[config.mk]
export PLATFORM = sky130hd
export DESIGN_NAME = ddr_rd_arbiter
export DESIGN_NICKNAME = d
export VERILOG_FILES = /design/src/rtl/blast_mem_pkg.sv /design/src/rtl/rr_pick.sv /design/src/rtl/ddr_rd_arbiter.sv
export SDC_FILE = /design/constraint.sdc
export NUM_CORES = 2
export LEC_CHECK = 0
export ABC_CLOCK_PERIOD_IN_PS = 36200
export CAP_MARGIN = 40
export CORE_AREA = 2 2 478 480
export CTS_CLUSTER_DIAMETER = 40
export DETAILED_ROUTE_END_ITERATION = 7
export DIE_AREA = 0 0 480 482
export PLACE_DENSITY = 0.38
export SETUP_SLACK_MARGIN = 0.3
export SYNTH_ARGS = -nofsm -noshare
export SYNTH_HDL_FRONTEND = slang
export SYNTH_HIERARCHICAL = 1
export SYNTH_SLANG_ARGS = --single-unit
[constraint.sdc]
create_clock -name clk -period 36.2 [get_ports clk]
set_input_delay 10.86 -clock clk [delete_from_list [all_inputs] [get_ports clk]]
set_output_delay 10.86 -clock clk [all_outputs]
set_load 0.05 [all_outputs]
[src/rtl/blast_mem_pkg.sv]
// Shared types and widths for the DDR read-channel arbiter.
package blast_mem_pkg;

  localparam int DDR_ADDR_W = 32;
  localparam int DDR_DATA_W = 512;
  localparam int BEAT_CNT_W = 16;

  typedef enum logic [1:0] {
    IDLE  = 2'd0,
    ISSUE = 2'd1,
    WAIT  = 2'd2
  } state_e;

endpackage

[src/rtl/rr_pick.sv]
// Rotating-priority selector: first set request bit after last_i, wrapping.
module rr_pick #(
  parameter int N    = 4,
  parameter int ID_W = $clog2(N)
) (
  input  logic [N-1:0]    req_i,
  input  logic [ID_W-1:0] last_i,
  output logic            valid_o,
  output logic [ID_W-1:0] idx_o
);

  logic [ID_W-1:0] cand;

  // Scan from farthest to nearest so the nearest requester after last_i wins.
  always_comb begin
    valid_o = |req_i;
    idx_o   = '0;
    cand    = '0;
    for (int k = N; k >= 1; k--) begin
      cand = ID_W'((int'(last_i) + k) % N);
      if (req_i[cand]) begin
        idx_o = cand;
      end
    end
  end

endmodule

[src/rtl/ddr_rd_arbiter.sv]
// Round-robin arbiter sharing one DDR read channel between NUM_REQ engines.
// One transaction in flight at a time; beats and completion are routed
// back to the owner one cycle after the DDR presents them. A watchdog ends
// transactions that go silent for TIMEOUT cycles.
module ddr_rd_arbiter
  import blast_mem_pkg::*;
#(
  parameter int NUM_REQ    = 4,
  parameter int ADDR_WIDTH = DDR_ADDR_W,
  parameter int DATA_WIDTH = DDR_DATA_W,
  parameter int TIMEOUT    = 1024,
  parameter int ID_W       = $clog2(NUM_REQ)
) (
  input  logic                          clk,
  input  logic                          rst,
  input  logic [NUM_REQ-1:0]            req_rd,
  input  logic [NUM_REQ*ADDR_WIDTH-1:0] req_addr,
  output logic [NUM_REQ-1:0]            req_grant,
  output logic [NUM_REQ-1:0]            rsp_valid,
  output logic [DATA_WIDTH-1:0]         rsp_data,
  output logic [NUM_REQ-1:0]            rsp_done,
  output logic                          ddr_rd,
  output logic [ADDR_WIDTH-1:0]         readAdd,
  input  logic                          ddr_rd_valid,
  input  logic [DATA_WIDTH-1:0]         ddr_rd_data,
  input  logic                          ddr_rd_done,
  output logic                          busy,
  output logic [ID_W-1:0]               owner,
  output logic [BEAT_CNT_W-1:0]         beat_count,
  output logic                          timeout_err
);

  localparam int WD_W = $clog2(TIMEOUT + 1);
  localparam logic [NUM_REQ-1:0] ONE = NUM_REQ'(1);

  state_e                  state_q, state_d;
  logic [ID_W-1:0]         owner_q, owner_d;
  logic [ID_W-1:0]         last_q, last_d;
  logic [ADDR_WIDTH-1:0]   addr_q, addr_d;
  logic [BEAT_CNT_W-1:0]   beat_q, beat_d;
  logic [WD_W-1:0]         wd_q, wd_d;
  logic                    ddr_rd_q, ddr_rd_d;
  logic [NUM_REQ-1:0]      grant_q, grant_d;
  logic [NUM_REQ-1:0]      rsp_valid_q, rsp_valid_d;
  logic [NUM_REQ-1:0]      rsp_done_q, rsp_done_d;
  logic [DATA_WIDTH-1:0]   rsp_data_q, rsp_data_d;
  logic                    tmo_q, tmo_d;
  logic                    busy_q, busy_d;

  logic                    pick_valid;
  logic [ID_W-1:0]         pick_idx;
  logic [ADDR_WIDTH-1:0]   addr_arr [NUM_REQ];

  // Unpack the flat address bus into one slice per engine.
  for (genvar gi = 0; gi < NUM_REQ; gi++) begin : g_addr
    assign addr_arr[gi] = req_addr[gi*ADDR_WIDTH +: ADDR_WIDTH];
  end

  rr_pick #(
    .N    (NUM_REQ),
    .ID_W (ID_W)
  ) u_pick (
    .req_i   (req_rd),
    .last_i  (last_q),
    .valid_o (pick_valid),
    .idx_o   (pick_idx)
  );

  // Next-state and registered-output computation for the IDLE/ISSUE/WAIT FSM.
  always_comb begin
    state_d     = state_q;
    owner_d     = owner_q;
    last_d      = last_q;
    addr_d      = addr_q;
    beat_d      = beat_q;
    wd_d        = wd_q;
    ddr_rd_d    = 1'b0;
    grant_d     = '0;
    rsp_valid_d = '0;
    rsp_done_d  = '0;
    rsp_data_d  = rsp_data_q;
    tmo_d       = 1'b0;
    case (state_q)
      IDLE: begin
        // DDR traffic here belongs to nobody and is dropped.
        if (pick_valid) begin
          owner_d  = pick_idx;
          addr_d   = addr_arr[pick_idx];
          ddr_rd_d = 1'b1;
          grant_d  = ONE << pick_idx;
          beat_d   = '0;
          wd_d     = '0;
          state_d  = ISSUE;
        end
      end
      ISSUE: begin
        state_d = WAIT;
      end
      WAIT: begin
        if (ddr_rd_valid) begin
          rsp_valid_d = ONE << owner_q;
          rsp_data_d  = ddr_rd_data;
          beat_d      = (beat_q == {BEAT_CNT_W{1'b1}}) ? beat_q : beat_q + 1'b1;
          wd_d        = '0;
        end
        if (ddr_rd_done) begin
          rsp_done_d = ONE << owner_q;
          last_d     = owner_q;
          state_d    = IDLE;
        end else if (!ddr_rd_valid) begin
          if (wd_q == WD_W'(TIMEOUT - 1)) begin
            tmo_d      = 1'b1;
            rsp_done_d = ONE << owner_q;
            last_d     = owner_q;
            wd_d       = '0;
            state_d    = IDLE;
          end else begin
            wd_d = wd_q + 1'b1;
          end
        end
      end
      default: state_d = IDLE;
    endcase
    busy_d = (state_d != IDLE);
  end

  // State and output registers; last owner resets to the top index so engine 0 wins first.
  always_ff @(posedge clk or posedge rst) begin
    if (rst) begin
      state_q     <= IDLE;
      owner_q     <= '0;
      last_q      <= ID_W'(NUM_REQ - 1);
      addr_q      <= '0;
      beat_q      <= '0;
      wd_q        <= '0;
      ddr_rd_q    <= 1'b0;
      grant_q     <= '0;
      rsp_valid_q <= '0;
      rsp_done_q  <= '0;
      rsp_data_q  <= '0;
      tmo_q       <= 1'b0;
      busy_q      <= 1'b0;
    end else begin
      state_q     <= state_d;
      owner_q     <= owner_d;
      last_q      <= last_d;
      addr_q      <= addr_d;
      beat_q      <= beat_d;
      wd_q        <= wd_d;
      ddr_rd_q    <= ddr_rd_d;
      grant_q     <= grant_d;
      rsp_valid_q <= rsp_valid_d;
      rsp_done_q  <= rsp_done_d;
      rsp_data_q  <= rsp_data_d;
      tmo_q       <= tmo_d;
      busy_q      <= busy_d;
    end
  end

  assign req_grant   = grant_q;
  assign rsp_valid   = rsp_valid_q;
  assign rsp_data    = rsp_data_q;
  assign rsp_done    = rsp_done_q;
  assign ddr_rd      = ddr_rd_q;
  assign readAdd     = addr_q;
  assign busy        = busy_q;
  assign owner       = owner_q;
  assign beat_count  = beat_q;
  assign timeout_err = tmo_q;

endmodule

# Yosys cells after proc, flatten, opt, wreduce, memory -nomap -nowiden
# Cells that the tools add are included.
# totals
reg_bits,592
latch_bits,0
ram_bits,0
mem_bits_ro,0
input_bits,648
output_inout_bits,577
memories,0
# op_classes
n_addsub,6
n_mul,0
div_mod_pow,0
order_cmp,5
eq_ne,8
n_shift,2
muxes,47
bitwise_logic,1
n_reduce_logical,10
# ops
op,count
32-bit binary-select mux with 2-bit select,1
32-bit two-way mux,2
11-bit two-way mux,5
16-bit two-way mux,3
4-bit two-way mux,8
16-bit case mux with 2 select lines,1
2-bit two-way mux,11
11-bit case mux with 2 select lines,1
16-bit by 1-bit adder with 16-bit output (second input constant),1
16-bit == test (second input constant),1
2-bit by 3-bit less-than comparator with 1-bit output (second input constant),4
11-bit by 1-bit adder with 11-bit output (second input constant),1
11-bit by 10-bit == test with 1-bit output (second input constant),1
1-bit two-way mux,10
1-bit binary-select mux with 2-bit select,4
1-bit by 2-bit << shifter with 4-bit output (first input constant),2
2-bit inequality test (second input constant),3
2-bit case mux with 3 select lines,1
2-bit AND reduction,3
2-bit nonzero test,3
2-bit by 1-bit adder with 2-bit output (second input constant),2
2-bit adder (second input constant),2
4-bit AND reduction,1
4-bit OR reduction,1
7 further kinds,7

# Longest topological paths before layout
# depth
ltp_word,11
mapped_depth,8
ltp_nobuf,8

# By module
# Netlist, hierarchy kept.
# modules_own_cells
mod,n_inst,cells_per_inst,area_each_um2,seq_area_each_um2
ddr_rd_arbiter,1,1487,23074.6,14816.7
rr_pick,1,14,91.3,0.0

# Least setup slack after synthesis
# No wires, ideal clock.
# synth_timing
path_type,input-to-reg
from,input req_rd[2]
to,register addr_q[10] (netlist: readAdd[10])
setup_time_ps,118
arrival_time_ps,12442
required_time_ps,36082
slack_ps,23641
path_stages,8
n_path_buf,2
path_cell_list,and2b_1 > a21oi_2 > o221ai_2 > buf_2 > buf_2 > mux4_2 > nand2_1 > nand2_1
# synth_via
elab_chain_cells,10
elab_cells_between_ends,18
# synth_lines
element,line,text
from (decl),ddr_rd_arbiter.sv:16,"input logic [NUM_REQ-1:0] req_rd,"
1-bit binary-select mux with 2-bit select,rr_pick.sv:21,if (req_i[cand]) begin
1-bit two-way mux (implied by the code),rr_pick.sv:21,
2-bit two-way mux (3 in a row),rr_pick.sv:21,
2-bit two-way mux (*),rr_pick.sv:21,
named net pick_idx[0],ddr_rd_arbiter.sv:51,logic [ID_W-1:0] pick_idx;
2-bit inverter with 3-bit output (implied by the code) (*),ddr_rd_arbiter.sv:88,addr_d = addr_arr[pick_idx];
32-bit binary-select mux with 2-bit select (*),ddr_rd_arbiter.sv:88,
32-bit two-way mux (implied by the code) (*) (2 in a row),ddr_rd_arbiter.sv:88,
to (signal assigned),ddr_rd_arbiter.sv:147,addr_q <= addr_d;
to (decl),ddr_rd_arbiter.sv:39,"logic [ADDR_WIDTH-1:0] addr_q, addr_d;"
# The timed path passes the listed nets; every way through them passes the cells marked *. The select of a mux whose other input is x is not followed.
# A chain may end at the register's enable or synchronous reset.

# Worst setup path after layout
# layout_timing
from,input ddr_rd_valid
to,register rsp_data_q[33] (netlist: rsp_data[33])
# layout_via
elab_chain_cells,1
# layout_lines
element,line,text
from (decl),ddr_rd_arbiter.sv:24,"input logic ddr_rd_valid,"
2-bit AND reduction (no line),-,
to (signal assigned),ddr_rd_arbiter.sv:154,rsp_data_q <= rsp_data_d;
to (decl),ddr_rd_arbiter.sv:46,"logic [DATA_WIDTH-1:0] rsp_data_q, rsp_data_d;"
# Every way passes these cells.

==> impl_metrics.toml <==
[synth]
yosys-top-cells-area = "dfrtp_1 (64%), mux2_2 (14%), mux2_1 (11%), mux4_2 (3.1%), nand2_1 (2.0%)"
synth-seq-cells = 592
ys_async_sr_fraction_pct = 100
ys_seq_area_share_pct = 64.0
synth.avg_cell_area_um2 = 15.4
synth.largest_area_cell = "dfrtp_1"
syn_nets = 2151
synth_top_area_share_pct = 63.7
ys_dominant_reg_cell = "dfrtp_1"
synth.distinct_cells = 58
netlist_area_mm2 = 0.0232
yosys_warnings = 6
synthCells = 1501
synth-edff-count = 0

[detailed_routing]
vias = 18768
routed_via_density = 3.11
avgRoutedWirePerCell_um = 24.3
antenna_left = 0
wirelength_mm = 147
drtIter0Drc = 551
first_pass_iters = 4
drc = 0

[placement]
port_buffers = 1224
place_ws_ns = 21.38
gp_congestion = 0.818
dpl.hpwl_mm = 121
dp_cells = 5710

[global_route]
grt_max_degree = 93
grt-ovfl-total = 0
first_global_vias = 20303
grt_usage_pct = 12.3
antenna_found_initial = 71
grt_pass1_wl_mm = 191

[setup_path]
critPathKind = "input port to register"
cp_max_fo = 54
cp-start-kind = "input port"
arrival_ns = 14.46
rrSetupSlack_ns = 32.46
worstReg2RegStart = "state_q[1]"
end_kind = "register"
reg2reg_to = "rsp_data[33]"
r2r_cells = 7
worstPathRequired_ns = 36.87

[cts]
clockBufferDepth = 3
cts_resized = 0
cts_tree = "yes"
post_cts_buffers = 0
cts.sinks = 592
clk_pin_slew_ns = 0.05
cts_htree_levels = 4
clock_latency_ns = 0.78
holdBufCountCts = 0
clock_tree.root_cell = "clkbuf_16"
cts_made_buffers = 157

[timing]
period_needed_ns = 13.80
max_slew_margin_pct = 39.3
worst_pin_slew_ns = 0.908
hold_viol = 0
fmax_ghz = 0.0725
final.setup.worst_slack_ns = 22.40
fin_skew_ns = 0.0577
rsz0062_at_grt = "no"
setup_viol = 0
tns_ns = 0
finalCritPeriodShare_pct = 38.1
maxSlewViolCount = 0

[power_and_ir_drop]
internal-power_mw = 2.89
power.leakage_nw = 18.1
switching_power_mw = 2.43
peakVddDrop_uv = 49.6
total_power_mw = 5.32
sequentialPowerShare_pct = 22.1
combPwrFrac_pct = 50.4
switching_share_pct = 45.7
power_frac_clock_pct = 27.5
p_per_area_mw_per_mm2 = 117

[die]
die_y_um = 482
pin_count = 1225
rows = 175
core_area_mm2 = 0.226
start_util_pct = 10.2
die_area_mm2 = 0.231
die_w_um = 480

[outcome]
status = "completed"

[finish]
instances_no_fill = 6029
fin_nets = 3517
drive_gt1_share_pct = 21.7
most-common-layout-cells = "clkdlybuf4s50_1 (1223), dfrtp_1 (590), mux2_2 (278), mux2_1 (236), clkbuf_16 (158)"
syn_to_final_growth_pct = 95.8
layout_commonest_cell = "clkdlybuf4s50_1"

[min_path]
holdPathStages = 2
worstHoldStart = "readAdd[23]"
min_path_type = "register to register"
min_to = "readAdd[23]"

[flow_run]
cap_violations = 0
-- per-stage QoR --
stage                     area, um^2  util, %  hold slack [ns]
final                          45400     20.0            0.467
after floorplan                23200        -            0.480
after global placement         39000     17.2            0.460
after detailed placement       39700     17.5            0.462
after CTS                      45200     20.0            0.474
after global routing           45300     20.0            0.490
-- critical path: stages --
cell	delay, ns
clkdlybuf4s50_1	0.59
nand2_4	0.60
buf_4	0.61
buf_4	0.53
buf_4	0.72
mux2_2	0.41
-- power by group through the flow --
stage | logic (mW) | registers, mW | clock network, mW
after floorplan | 0.435 | 2.26 | 0
after global placement | 2.66 | 1.18 | 0
after detailed placement | 2.71 | 1.18 | 0
after CTS | 2.72 | 1.18 | 1.51
after global routing | 2.81 | 1.22 | 1.55
final | 2.68 | 1.18 | 1.46
-- worst max-delay path by stage --
stage / from / to / slack (ns) / cells past startpoint
after CTS: ddr_rd_valid / rsp_data[448] / 22.28 / 6
after global routing: ddr_rd_valid / rsp_data[448] / 22.13 / 6
after detailed placement: ddr_rd_valid / rsp_data[33] / 21.38 / 6
after floorplan: rst / beat_count[0] / 8.78 / 1
final: ddr_rd_valid / rsp_data[33] / 22.40 / 6
after global placement: ddr_rd_valid / rsp_data[154] / 20.83 / 6
-- registers in the layout (all words and copies together), names as in the netlist --
signal       count
last_q           2
busy             1
wd_q            11
beat_count      16
timeout_err      1
rsp_data       512
state_q          2
req_grant        4
ddr_rd           1
owner            2
readAdd         32
rsp_valid        4
rsp_done         4
-- cell type report --
cell class / count / area (um^2)
repair buffers: 1286 / 13200
well taps: 3009 / 3760
multi-input cells: 820 / 7980
diodes: 23 / 57.6
clock buffers: 207 / 4330
inverters: 10 / 45.0
flip-flops and latches: 592 / 14800
fillers: 24531 / 181000
clock inverters: 82 / 1220
-- cell families after synthesis --
group / share of synthesized area [%]
adder cells (fa/ha/maj): 0.108
XOR/XNOR: 0.378
buffers and inverters: 1.76
AND/OR/NAND/NOR: 4.12
flip-flops: 64.0
multiplexers: 28.2
AO/OA/AOI/OAI: 1.50
-- per-layer routing --
metal,track usage [%],up-vias,wire length (um)
li1,-,8176,-
met1,14.3,9273,58900
met2,18.8,1037,64700
met3,7.52,256,19700
met4,3.30,26,3150
met5,0,-,184
-- synthesized netlist by cell type, types with 3 or more instances --
library cell	n
mux2_1	236
dfrtp_1	590
nor3_1	11
and3_1	4
a21o_1	5
nor2_1	29
nand2_1	121
clkbuf_1	19
xnor2_1	5
nand2b_1	6
buf_2	52
o21ai_0	6
or3_1	5
mux4_2	32
a21oi_1	10
o2111ai_1	3
o21ai_1	3
nand4_1	4
o211ai_1	4
buf_1	6
xor2_1	5
inv_1	9
mux2_2	278
nand3_1	13
(Power assumes the default switching activity.)
